`config.mk`:
```
export PLATFORM = sky130hd
export DESIGN_NAME = stream_frame_delimiter
export DESIGN_NICKNAME = d
export VERILOG_FILES = /design/src/rtl/stream_frame_delimiter.sv
export SDC_FILE = /design/constraint.sdc
export NUM_CORES = 1
export LEC_CHECK = 0
export CORE_MARGIN = 5
export CORE_UTILIZATION = 25
export DETAILED_ROUTE_END_ITERATION = 8
export MAX_ROUTING_LAYER = met4
export PLACE_DENSITY = 0.44
export SYNTH_ARGS = -nofsm -noshare
export SYNTH_HDL_FRONTEND = slang
export SYNTH_SLANG_ARGS = --single-unit
```
`constraint.sdc`:
```
create_clock -name clock -period 2.2 [get_ports clock]
set_clock_uncertainty 0.2 [all_clocks]
set_input_delay 0.33 -clock clock [delete_from_list [all_inputs] [get_ports clock]]
set_output_delay 0.33 -clock clock [all_outputs]
set_load 0.02 [all_outputs]
```
`src/rtl/stream_frame_delimiter.sv`:
```
// Frames a raw UART byte stream into data/valid/last beats, holding one byte back so
// last lands on the final payload byte. Optional idle flush: define FRAME_TIMEOUT_EN.
module stream_frame_delimiter #(
  parameter logic [7:0] TERMINATOR     = 8'h0A,
  parameter int         MAX_FRAME_LEN  = 64,
  parameter int         TIMEOUT_CYCLES = 1000000
) (
  input  logic       clock,
  input  logic       reset,
  input  logic       enable,
  input  logic [7:0] rx_data,
  input  logic       rx_valid,
  output logic [7:0] out_data,
  output logic       out_valid,
  output logic       out_last,
  output logic       overflow,
  output logic [1:0] state_dbg
);

  // Handshake: rx_valid is a one-cycle strobe with no ready; every out_valid beat is
  // consumed by downstream in the cycle it is presented (no backpressure).

  localparam int LEN_W = $clog2(MAX_FRAME_LEN + 1);
  localparam logic [LEN_W-1:0] LEN_MAX = LEN_W'(MAX_FRAME_LEN);
  localparam logic [LEN_W-1:0] LEN_ONE = LEN_W'(1);

  localparam logic [1:0] ST_IDLE    = 2'd0;
  localparam logic [1:0] ST_HOLD    = 2'd1;
  localparam logic [1:0] ST_DISCARD = 2'd2;

  logic [1:0]       state, state_nx;
  logic [7:0]       hold, hold_nx;
  logic [LEN_W-1:0] frame_len, frame_len_nx;
  logic             emit, emit_last, emit_ovf;
  logic             byte_evt, is_term;
  logic             timeout_hit;

  assign byte_evt  = enable & rx_valid;
  assign is_term   = (rx_data == TERMINATOR);
  assign state_dbg = state;

`ifdef FRAME_TIMEOUT_EN
  localparam int TO_W = $clog2(TIMEOUT_CYCLES + 1);
  localparam logic [TO_W-1:0] TO_LIMIT = TO_W'(TIMEOUT_CYCLES);

  logic [TO_W-1:0] to_cnt, to_cnt_nx;

  // A strobe in the expiry cycle wins; the flush only fires on a quiet cycle.
  assign timeout_hit = enable && !rx_valid && (state == ST_HOLD) && (to_cnt == TO_LIMIT);

  always_comb begin
    to_cnt_nx = to_cnt;
    if (enable) begin
      if ((state_nx != state) || rx_valid) begin
        to_cnt_nx = '0;
      end else if (state == ST_HOLD) begin
        to_cnt_nx = to_cnt + TO_W'(1);
      end
    end
  end

  always_ff @(posedge clock or negedge reset) begin
    if (!reset) begin
      to_cnt <= '0;
    end else begin
      to_cnt <= to_cnt_nx;
    end
  end
`else
  // Without the flush a held byte waits for the next byte or terminator.
  localparam int unused_timeout_cycles = TIMEOUT_CYCLES;
  assign timeout_hit = 1'b0;
`endif

  always_comb begin
    state_nx     = state;
    hold_nx      = hold;
    frame_len_nx = frame_len;
    emit         = 1'b0;
    emit_last    = 1'b0;
    emit_ovf     = 1'b0;
    case (state)
      ST_IDLE: begin
        // A terminator here would close an empty frame, which is simply dropped.
        if (byte_evt && !is_term) begin
          hold_nx      = rx_data;
          frame_len_nx = LEN_ONE;
          state_nx     = ST_HOLD;
        end
      end
      ST_HOLD: begin
        if (byte_evt) begin
          emit = 1'b1;
          if (is_term) begin
            emit_last    = 1'b1;
            frame_len_nx = '0;
            state_nx     = ST_IDLE;
          end else if (frame_len < LEN_MAX) begin
            hold_nx      = rx_data;
            frame_len_nx = frame_len + LEN_ONE;
          end else begin
            // Frame is full: close it on the held byte and drop the rest.
            emit_last    = 1'b1;
            emit_ovf     = 1'b1;
            frame_len_nx = '0;
            state_nx     = ST_DISCARD;
          end
        end else if (timeout_hit) begin
          emit         = 1'b1;
          emit_last    = 1'b1;
          frame_len_nx = '0;
          state_nx     = ST_IDLE;
        end
      end
      ST_DISCARD: begin
        if (byte_evt && is_term) begin
          state_nx = ST_IDLE;
        end
      end
      default: begin
        state_nx     = ST_IDLE;
        frame_len_nx = '0;
      end
    endcase
  end

  always_ff @(posedge clock or negedge reset) begin
    if (!reset) begin
      state     <= ST_IDLE;
      hold      <= 8'h00;
      frame_len <= '0;
      out_data  <= 8'h00;
      out_valid <= 1'b0;
      out_last  <= 1'b0;
      overflow  <= 1'b0;
    end else begin
      state     <= state_nx;
      hold      <= hold_nx;
      frame_len <= frame_len_nx;
      out_valid <= emit;
      out_last  <= emit_last;
      overflow  <= emit_ovf;
      if (emit) begin
        out_data <= hold;
      end
    end
  end

endmodule

```
==> metrics.txt, run 1 <==
# TYPE chip_impl_metric gauge
chip_impl_info{name="mostFrequentLayoutCells",value="sky130_fd_sc_hd__nand2_1 (34), sky130_fd_sc_hd__dfrtp_1 (28), sky130_fd_sc_hd__clkdlybuf4s50_1 (24), sky130_fd_sc_hd__buf_4 (14), sky130_fd_sc_hd__mux2_4 (8)"} 1
chip_impl_metric{name="postSynthAreaPerCell",unit="µm²"} 10.9
chip_impl_metric{name="num_antenna_cells",unit=""} 0
chip_impl_metric{name="report.final.setup_viol",unit=""} 0
chip_impl_info{name="cts_tree",value="built"} 1
chip_impl_metric{name="pwr_density_cell",unit="mW/mm²"} 814
chip_impl_metric{name="die-area",unit="mm²"} 0.00656
chip_impl_metric{name="floorplan.die.width",unit="µm"} 81.0
chip_impl_metric{name="drt.antenna.violating_nets",unit=""} 0
chip_impl_metric{name="number_of_global_route_vias_before_repair",unit=""} 1032
chip_impl_metric{name="clock_tree.buffer_depth",unit=""} 2
chip_impl_info{name="setup.worst_path.class",value="in -> reg"} 1
chip_impl_metric{name="number_of_nets_at_the_end_of_the_flow",unit=""} 170
chip_impl_info{name="timing.critical_path.to_type",value="register"} 1
chip_impl_metric{name="dr.pass1.iters",unit=""} 4
chip_impl_metric{name="insertion_delay",unit="ns"} 0.27
chip_impl_info{name="rsz0062_at_grt",value="false"} 1
chip_impl_info{name="run_status",value="completed"} 1
chip_impl_metric{name="starting_density_of_the_core",unit="%"} 26.2
chip_impl_metric{name="grt_remaining_overflow",unit=""} 0
chip_impl_metric{name="finalMaxSlewViolations",unit=""} 0
chip_impl_metric{name="clock-sinks",unit=""} 28
chip_impl_metric{name="tns_setup",unit="ns"} 0
chip_impl_metric{name="critPathArrivalTime",unit="ns"} 2.02
chip_impl_info{name="cts.root.buffer_cell",value="sky130_fd_sc_hd__clkbuf_8"} 1
chip_impl_metric{name="hpwl_reported_at_the_end_of_detailed_placement",unit="µm"} 2130
chip_impl_metric{name="drt-total-wl",unit="µm"} 2780
chip_impl_metric{name="clk_pin_slew_worst_paths",unit="ns"} 0.10
chip_impl_metric{name="place.gp.congestion",unit=""} 0.813
chip_impl_metric{name="post-route-period-util",unit="%"} 93.2
chip_impl_metric{name="total_power",unit="mW"} 1.42
chip_impl_metric{name="route.vias.total",unit=""} 965
chip_impl_metric{name="utilization",unit="%"} 36.2
chip_impl_metric{name="remaining_drc_errors",unit=""} 0
chip_impl_metric{name="postCtsSetupRepairBufs",unit=""} 0
chip_impl_metric{name="number_of_flip_flops_and_latches_in_the_synthesized_netlist",unit=""} 28
chip_impl_metric{name="synthesis.instances",unit=""} 116
chip_impl_metric{name="final_period_minus_worst_setup_slack",unit="ns"} 2.05
chip_impl_info{name="layout_commonest_cell",value="sky130_fd_sc_hd__nand2_1"} 1
chip_impl_metric{name="design.portCount",unit=""} 25
chip_impl_metric{name="track_usage",unit="%"} 9.87
chip_impl_metric{name="fmax",unit="MHz"} 488
chip_impl_metric{name="critical_path_peak_fanout",unit=""} 9
chip_impl_metric{name="yosysUniqueCellTypes",unit=""} 32
chip_impl_info{name="worst_hold_path_type",value="in -> async"} 1
chip_impl_metric{name="rrSetupSlack",unit="ns"} 0.37
chip_impl_metric{name="detail_route.wl_per_cell",unit="µm"} 12.5
chip_impl_metric{name="route.detailed.vias_per_inst",unit=""} 4.33
chip_impl_metric{name="ir_worst_vdd",unit="V"} 0.000424
chip_impl_metric{name="transition_time_at_the_pin_with_the_least_slew_margin",unit="ns"} 0.542
chip_impl_metric{name="cts_repair_resize_count",unit=""} 0
chip_impl_metric{name="postSynthNetCount",unit=""} 129
chip_impl_metric{name="proportion_of_layout_cells_with_a_drive_suffix_above_1",unit="%"} 20.5
chip_impl_metric{name="grt_first_pass_wirelength",unit="µm"} 4830
chip_impl_metric{name="worst_slew_margin_rel",unit="%"} 63.9
chip_impl_info{name="crit_path_top_delay_cell",value="sky130_fd_sc_hd__and3_1"} 1
chip_impl_metric{name="critical_path_required",unit="ns"} 2.17
chip_impl_metric{name="core_area",unit="mm²"} 0.00482
chip_impl_metric{name="grt_max_degree",unit=""} 29
chip_impl_metric{name="port_buffers",unit=""} 24
chip_impl_metric{name="fp.dieH",unit="µm"} 81.0
chip_impl_info{name="worstSetupStartpointType",value="primary input"} 1
chip_impl_info{name="crit_chain",value="clkdlybuf4s50_1 > and4bb_2 > nand2_4 > and3_1 > mux2_4"} 1
chip_impl_metric{name="post_cts_hold_buffer_count",unit=""} 0
chip_impl_metric{name="fp-row-count",unit=""} 25
chip_impl_metric{name="syn_area",unit="mm²"} 0.00126
chip_impl_metric{name="layout_stage_area_growth_over_the_synthesis_result",unit="%"} 38.5
chip_impl_metric{name="slowest_delay",unit="ns"} 0.49
chip_impl_metric{name="ys_seq_area_share",unit="%"} 55.6
chip_impl_metric{name="hold_violation_count_in_the_final_report",unit=""} 0
chip_impl_metric{name="grt_antenna_before_repair",unit=""} 0
chip_impl_metric{name="ys_warn_count",unit=""} 0
chip_impl_metric{name="leakage_power",unit="nW"} 0.803
chip_impl_metric{name="ctsHtreeMaxLevel",unit=""} 1
chip_impl_metric{name="drv.max_cap_violation_count",unit=""} 0
chip_impl_metric{name="drt_iter0_drc",unit=""} 34
chip_impl_metric{name="numCtsBuffers",unit=""} 3
## cell type report
cell class / count / area, µm²
multi-input cells: 82 / 529
fillers: 491 / 3070
well taps: 67 / 83.8
clock inverters: 1 / 30.0
clock buffers: 3 / 41.3
repair buffers: 38 / 345
inverters: 4 / 15.0
flip-flops and latches: 28 / 701
## synth_stat cells, drive strengths merged
cell type  count  area (µm²)
buf            1        11.3
nand2         35         139
a211oi         2        20.0
o22a           1        10.0
nand3          4        20.0
a22oi          1        7.51
a21o           2        15.0
nand4b         1        8.76
nor2           5        18.8
o22ai          1        6.26
nor4           1        21.3
dfrtp         28         701
nor2b          1        6.26
o211ai         1        7.51
a22o           2        17.5
or2            1        6.26
a311o          1        10.0
ha             1        12.5
a21oi          5        25.0
and4bb         1        12.5
mux2           8         120
clkinv         1        3.75
inv            3        11.3
and3           2        13.8
o21ai          3        15.0
nor3           2        10.0
clkbuf         1        3.75
nand2b         1        6.26
## worst paths after layout
kind,start,endpoint,cells after the start
max in group asynchronous,reset,hold[2],2
max,rx_data[2],hold[4],5
min in group clock,out_data[6],out_data[6],2
max reg2reg,state_dbg[1],hold[4],3
min reg2reg,out_data[6],out_data[6],2
min,reset,out_data[4],2
## critical path, delay by kind of cell
family,cells,cell delay [ns]
multiplexers,1,0.34
AND/OR/NAND/NOR,3,0.86
buffers and inverters,1,0.48
## layer usage
metal  GRT usage, %  part of all wire (%)  vias up
li1               -                     -      474
met1           11.4                    45      469
met2           17.1                    50       20
met3           2.88                   4.3        2
met4           2.03                  0.50        0
met5              -                     0        -
## registers in the layout, indices dropped and copies added (netlist names)
name	cells
frame_len	7
hold	8
out_data	8
out_last	1
out_valid	1
overflow	1
state_dbg	2
## per-stage QoR
stage	instances	hold WS [ns]	instance area (µm²)	setup WS, ns
global route	223	0.266	1750	0.0878
global placement	219	0.257	1670	-0.115
floorplan	116	-0.166	1260	0.455
finish	223	0.233	1750	0.150
CTS	223	0.242	1750	0.136
detailed placement	219	0.266	1670	-0.164
## report_power, final
part	leakage [nW]	internal, mW	total [mW]	switching, mW
Sequential	0.352	0.603	0.665	0.0622
Combinational	0.415	0.182	0.345	0.163
Clock	0.0357	0.244	0.410	0.166
Total	0.803	1.03	1.42	0.392
## logic make-up after synthesis
group	after synthesis	share of synthesized area (%)
fa+ha+maj	1	0.993
mux	8	9.53
flops	28	55.6
simple gates	54	20.9
compound gates	19	10.6
buf+inv	6	2.38
Power figures use the tool's default switching activity.
==> run 2, diff against run 1 <==
--- a/config.mk
+++ b/config.mk
@@ -7,6 +7,7 @@
 export LEC_CHECK = 0
 export CORE_MARGIN = 5
 export CORE_UTILIZATION = 25
+export CTS_CLUSTER_SIZE = 24
 export DETAILED_ROUTE_END_ITERATION = 8
 export MAX_ROUTING_LAYER = met4
 export PLACE_DENSITY = 0.44
==> results of run 2 <==
No change in the layout: final DEF, timing and power equal those of run 1.
==> run 3, diff against run 2 <==
--- a/config.mk
+++ b/config.mk
@@ -9,8 +9,9 @@
 export CORE_UTILIZATION = 25
 export CTS_CLUSTER_SIZE = 24
 export DETAILED_ROUTE_END_ITERATION = 8
+export DONT_BUFFER_PORTS = 1
 export MAX_ROUTING_LAYER = met4
-export PLACE_DENSITY = 0.44
+export PLACE_DENSITY = 0.37
 export SYNTH_ARGS = -nofsm -noshare
 export SYNTH_HDL_FRONTEND = slang
 export SYNTH_SLANG_ARGS = --single-unit
==> metrics.txt, run 3 (synthesis results as in run 1) <==
# TYPE chip_impl_metric gauge
chip_impl_metric{name="number_of_global_route_vias_before_repair",unit=""} 851
chip_impl_metric{name="num_antenna_cells",unit=""} 0
chip_impl_info{name="cp-startpoint",value="state_dbg[1]"} 1
chip_impl_metric{name="drv.max_cap_violation_count",unit=""} 0
chip_impl_metric{name="dpl.cell_count",unit=""} 185
chip_impl_metric{name="drt_iter0_drc",unit=""} 38
chip_impl_metric{name="leakage_power",unit="nW"} 0.712
chip_impl_metric{name="layout_stage_area_growth_over_the_synthesis_result",unit="%"} 22.2
chip_impl_metric{name="track_usage",unit="%"} 9.49
chip_impl_metric{name="proportion_of_layout_cells_with_a_drive_suffix_above_1",unit="%"} 17.4
chip_impl_metric{name="fmax",unit="MHz"} 536
chip_impl_metric{name="grt_first_pass_wirelength",unit="µm"} 4510
chip_impl_metric{name="post-route-period-util",unit="%"} 84.8
chip_impl_metric{name="pwr_density_cell",unit="mW/mm²"} 853
chip_impl_metric{name="area_occupied_by_multi_input_gates",unit="µm²"} 529
chip_impl_metric{name="detail_route.wl_per_cell",unit="µm"} 13.6
chip_impl_metric{name="drt-total-wl",unit="µm"} 2710
chip_impl_info{name="rsz0062_at_grt",value="false"} 1
chip_impl_metric{name="drt.antenna.violating_nets",unit=""} 0
chip_impl_metric{name="r2r_cells",unit=""} 3
chip_impl_metric{name="layout.cells.non_filler",unit=""} 199
chip_impl_metric{name="route.vias.total",unit=""} 873
chip_impl_metric{name="clock-sinks",unit=""} 28
chip_impl_info{name="holdCritStartpoint",value="rx_valid"} 1
chip_impl_metric{name="tns_setup",unit="ns"} 0
chip_impl_info{name="cts_tree",value="built"} 1
chip_impl_metric{name="route.detailed.vias_per_inst",unit=""} 4.39
chip_impl_info{name="run_status",value="completed"} 1
chip_impl_metric{name="insertion_delay",unit="ns"} 0.27
chip_impl_metric{name="finalMaxSlewViolations",unit=""} 0
chip_impl_metric{name="hold_depth",unit=""} 2
chip_impl_metric{name="hpwl_reported_at_the_end_of_detailed_placement",unit="µm"} 1900
chip_impl_info{name="cts.root.buffer_cell",value="sky130_fd_sc_hd__clkbuf_8"} 1
chip_impl_metric{name="fill_cells",unit=""} 511
chip_impl_metric{name="core_area",unit="mm²"} 0.00482
chip_impl_metric{name="ir_worst_vdd",unit="V"} 0.000260
chip_impl_metric{name="remaining_drc_errors",unit=""} 0
chip_impl_metric{name="clock_tree.buffer_depth",unit=""} 2
chip_impl_metric{name="transition_time_at_the_pin_with_the_least_slew_margin",unit="ns"} 0.551
chip_impl_metric{name="final_period_minus_worst_setup_slack",unit="ns"} 1.87
chip_impl_metric{name="ctsHtreeMaxLevel",unit=""} 1
chip_impl_metric{name="number_of_nets_at_the_end_of_the_flow",unit=""} 146
chip_impl_info{name="r2r-start",value="state_dbg[1]"} 1
chip_impl_metric{name="critical_path_peak_fanout",unit=""} 9
chip_impl_metric{name="grt_max_degree",unit=""} 29
chip_impl_metric{name="die-area",unit="mm²"} 0.00656
chip_impl_info{name="layout_commonest_cell",value="sky130_fd_sc_hd__nand2_1"} 1
chip_impl_metric{name="finish.instance_area",unit="mm²"} 0.00154
chip_impl_info{name="mostFrequentLayoutCells",value="sky130_fd_sc_hd__nand2_1 (34), sky130_fd_sc_hd__dfrtp_1 (28), sky130_fd_sc_hd__dlygate4sd3_1 (9), sky130_fd_sc_hd__mux2_4 (8)"} 1
chip_impl_metric{name="grt_antenna_before_repair",unit=""} 0
chip_impl_metric{name="floorplan.die.width",unit="µm"} 81.0
chip_impl_metric{name="hold_violation_count_in_the_final_report",unit=""} 0
chip_impl_info{name="worst_hold_path_type",value="in -> reg"} 1
chip_impl_metric{name="clk_pin_slew_worst_paths",unit="ns"} 0.09
chip_impl_metric{name="grt_remaining_overflow",unit=""} 0
chip_impl_metric{name="dpl-instance-area",unit="mm²"} 0.00136
chip_impl_metric{name="area.sequential",unit="µm²"} 701
chip_impl_metric{name="fin_hold_ws",unit="ns"} 0.0834
chip_impl_metric{name="place.gp.congestion",unit=""} 0.734
chip_impl_metric{name="dr.pass1.iters",unit=""} 4
chip_impl_metric{name="worst_slew_margin_rel",unit="%"} 63.2
chip_impl_metric{name="design.portCount",unit=""} 25
chip_impl_info{name="timing.critical_path.to_type",value="register"} 1
chip_impl_metric{name="fp.dieH",unit="µm"} 81.0
chip_impl_metric{name="fp-row-count",unit=""} 25
chip_impl_metric{name="numCtsBuffers",unit=""} 3
chip_impl_info{name="largestRegisters",value="hold x8, out_data x8, frame_len x7"} 1
chip_impl_metric{name="critical_path_required",unit="ns"} 2.16
chip_impl_metric{name="port_buffers",unit=""} 0
chip_impl_info{name="setup.worst_path.class",value="reg -> reg"} 1
chip_impl_info{name="worstSetupStartpointType",value="register"} 1
chip_impl_metric{name="report.final.setup_viol",unit=""} 0
chip_impl_metric{name="utilization",unit="%"} 32.0
chip_impl_metric{name="critPathArrivalTime",unit="ns"} 1.83
chip_impl_metric{name="starting_density_of_the_core",unit="%"} 26.2
## run 3: cell types whose count changed in the layout (fill, tap and decap cells not counted)
cell                              delta
sky130_fd_sc_hd__buf_12              +1
sky130_fd_sc_hd__buf_4              -10
sky130_fd_sc_hd__clkdlybuf4s50_1    -24
sky130_fd_sc_hd__dlygate4sd3_1       +9
## run 3: power breakdown
group | switching (mW) | internal, mW
registers | 0.119 | 0.603
logic | 0.0899 | 0.102
clock network | 0.157 | 0.243
## run 3: cell type report
class                           count  share of cell area, %
Clock buffer                        3                   2.68
Timing Repair Buffer               14                   9.10
Multi-Input combinational cell     82                   34.4
Clock inverter                      1                   1.95
Sequential cell                    28                   45.5
Inverter                            4                  0.975
Tap cell                           67                   5.44
## run 3: routing by layer
layer	up-vias	share of wire (%)	global-route usage, %
met5	-	0	-
met4	0	1.1	3.55
met3	2	7.4	3.77
met2	21	43	13.1
met1	420	49	12.4
li1	430	-	-
## run 3: critical path, cell delays in order, from the launching register on
cell and delay [ns]:
sky130_fd_sc_hd__dfrtp_1 0.51, sky130_fd_sc_hd__nor2_1 0.17, sky130_fd_sc_hd__and3_1 0.53, sky130_fd_sc_hd__mux2_4 0.35
## run 3: path summary, 6_finish.rpt
check	end	slack, ns
max in group asynchronous	out_data[5]	1.34
worst min-delay path	state_dbg[0]	0.08
worst min register to register	out_data[4]	0.28
worst max register to register	hold[4]	0.33
worst max-delay path	hold[4]	0.33
min in group asynchronous	out_data[7]	0.29
## run 3: per-stage QoR
step	worst slack [ns]	power, mW
CTS	0.304	1.35
floorplan	0.455	0.854
finish	0.334	1.31
detailed placement	0.281	0.899
global route	0.210	1.40
global placement	0.284	0.901
## run 3: what timing repair did
| action | CTS | global route |
|---|---|---|
| endpoints found under the hold margin | 36 | 0 |
| buffers inserted | 0 | 0 |
| resized for setup | 0 | 0 |
| hold buffers | 10 | 0 |
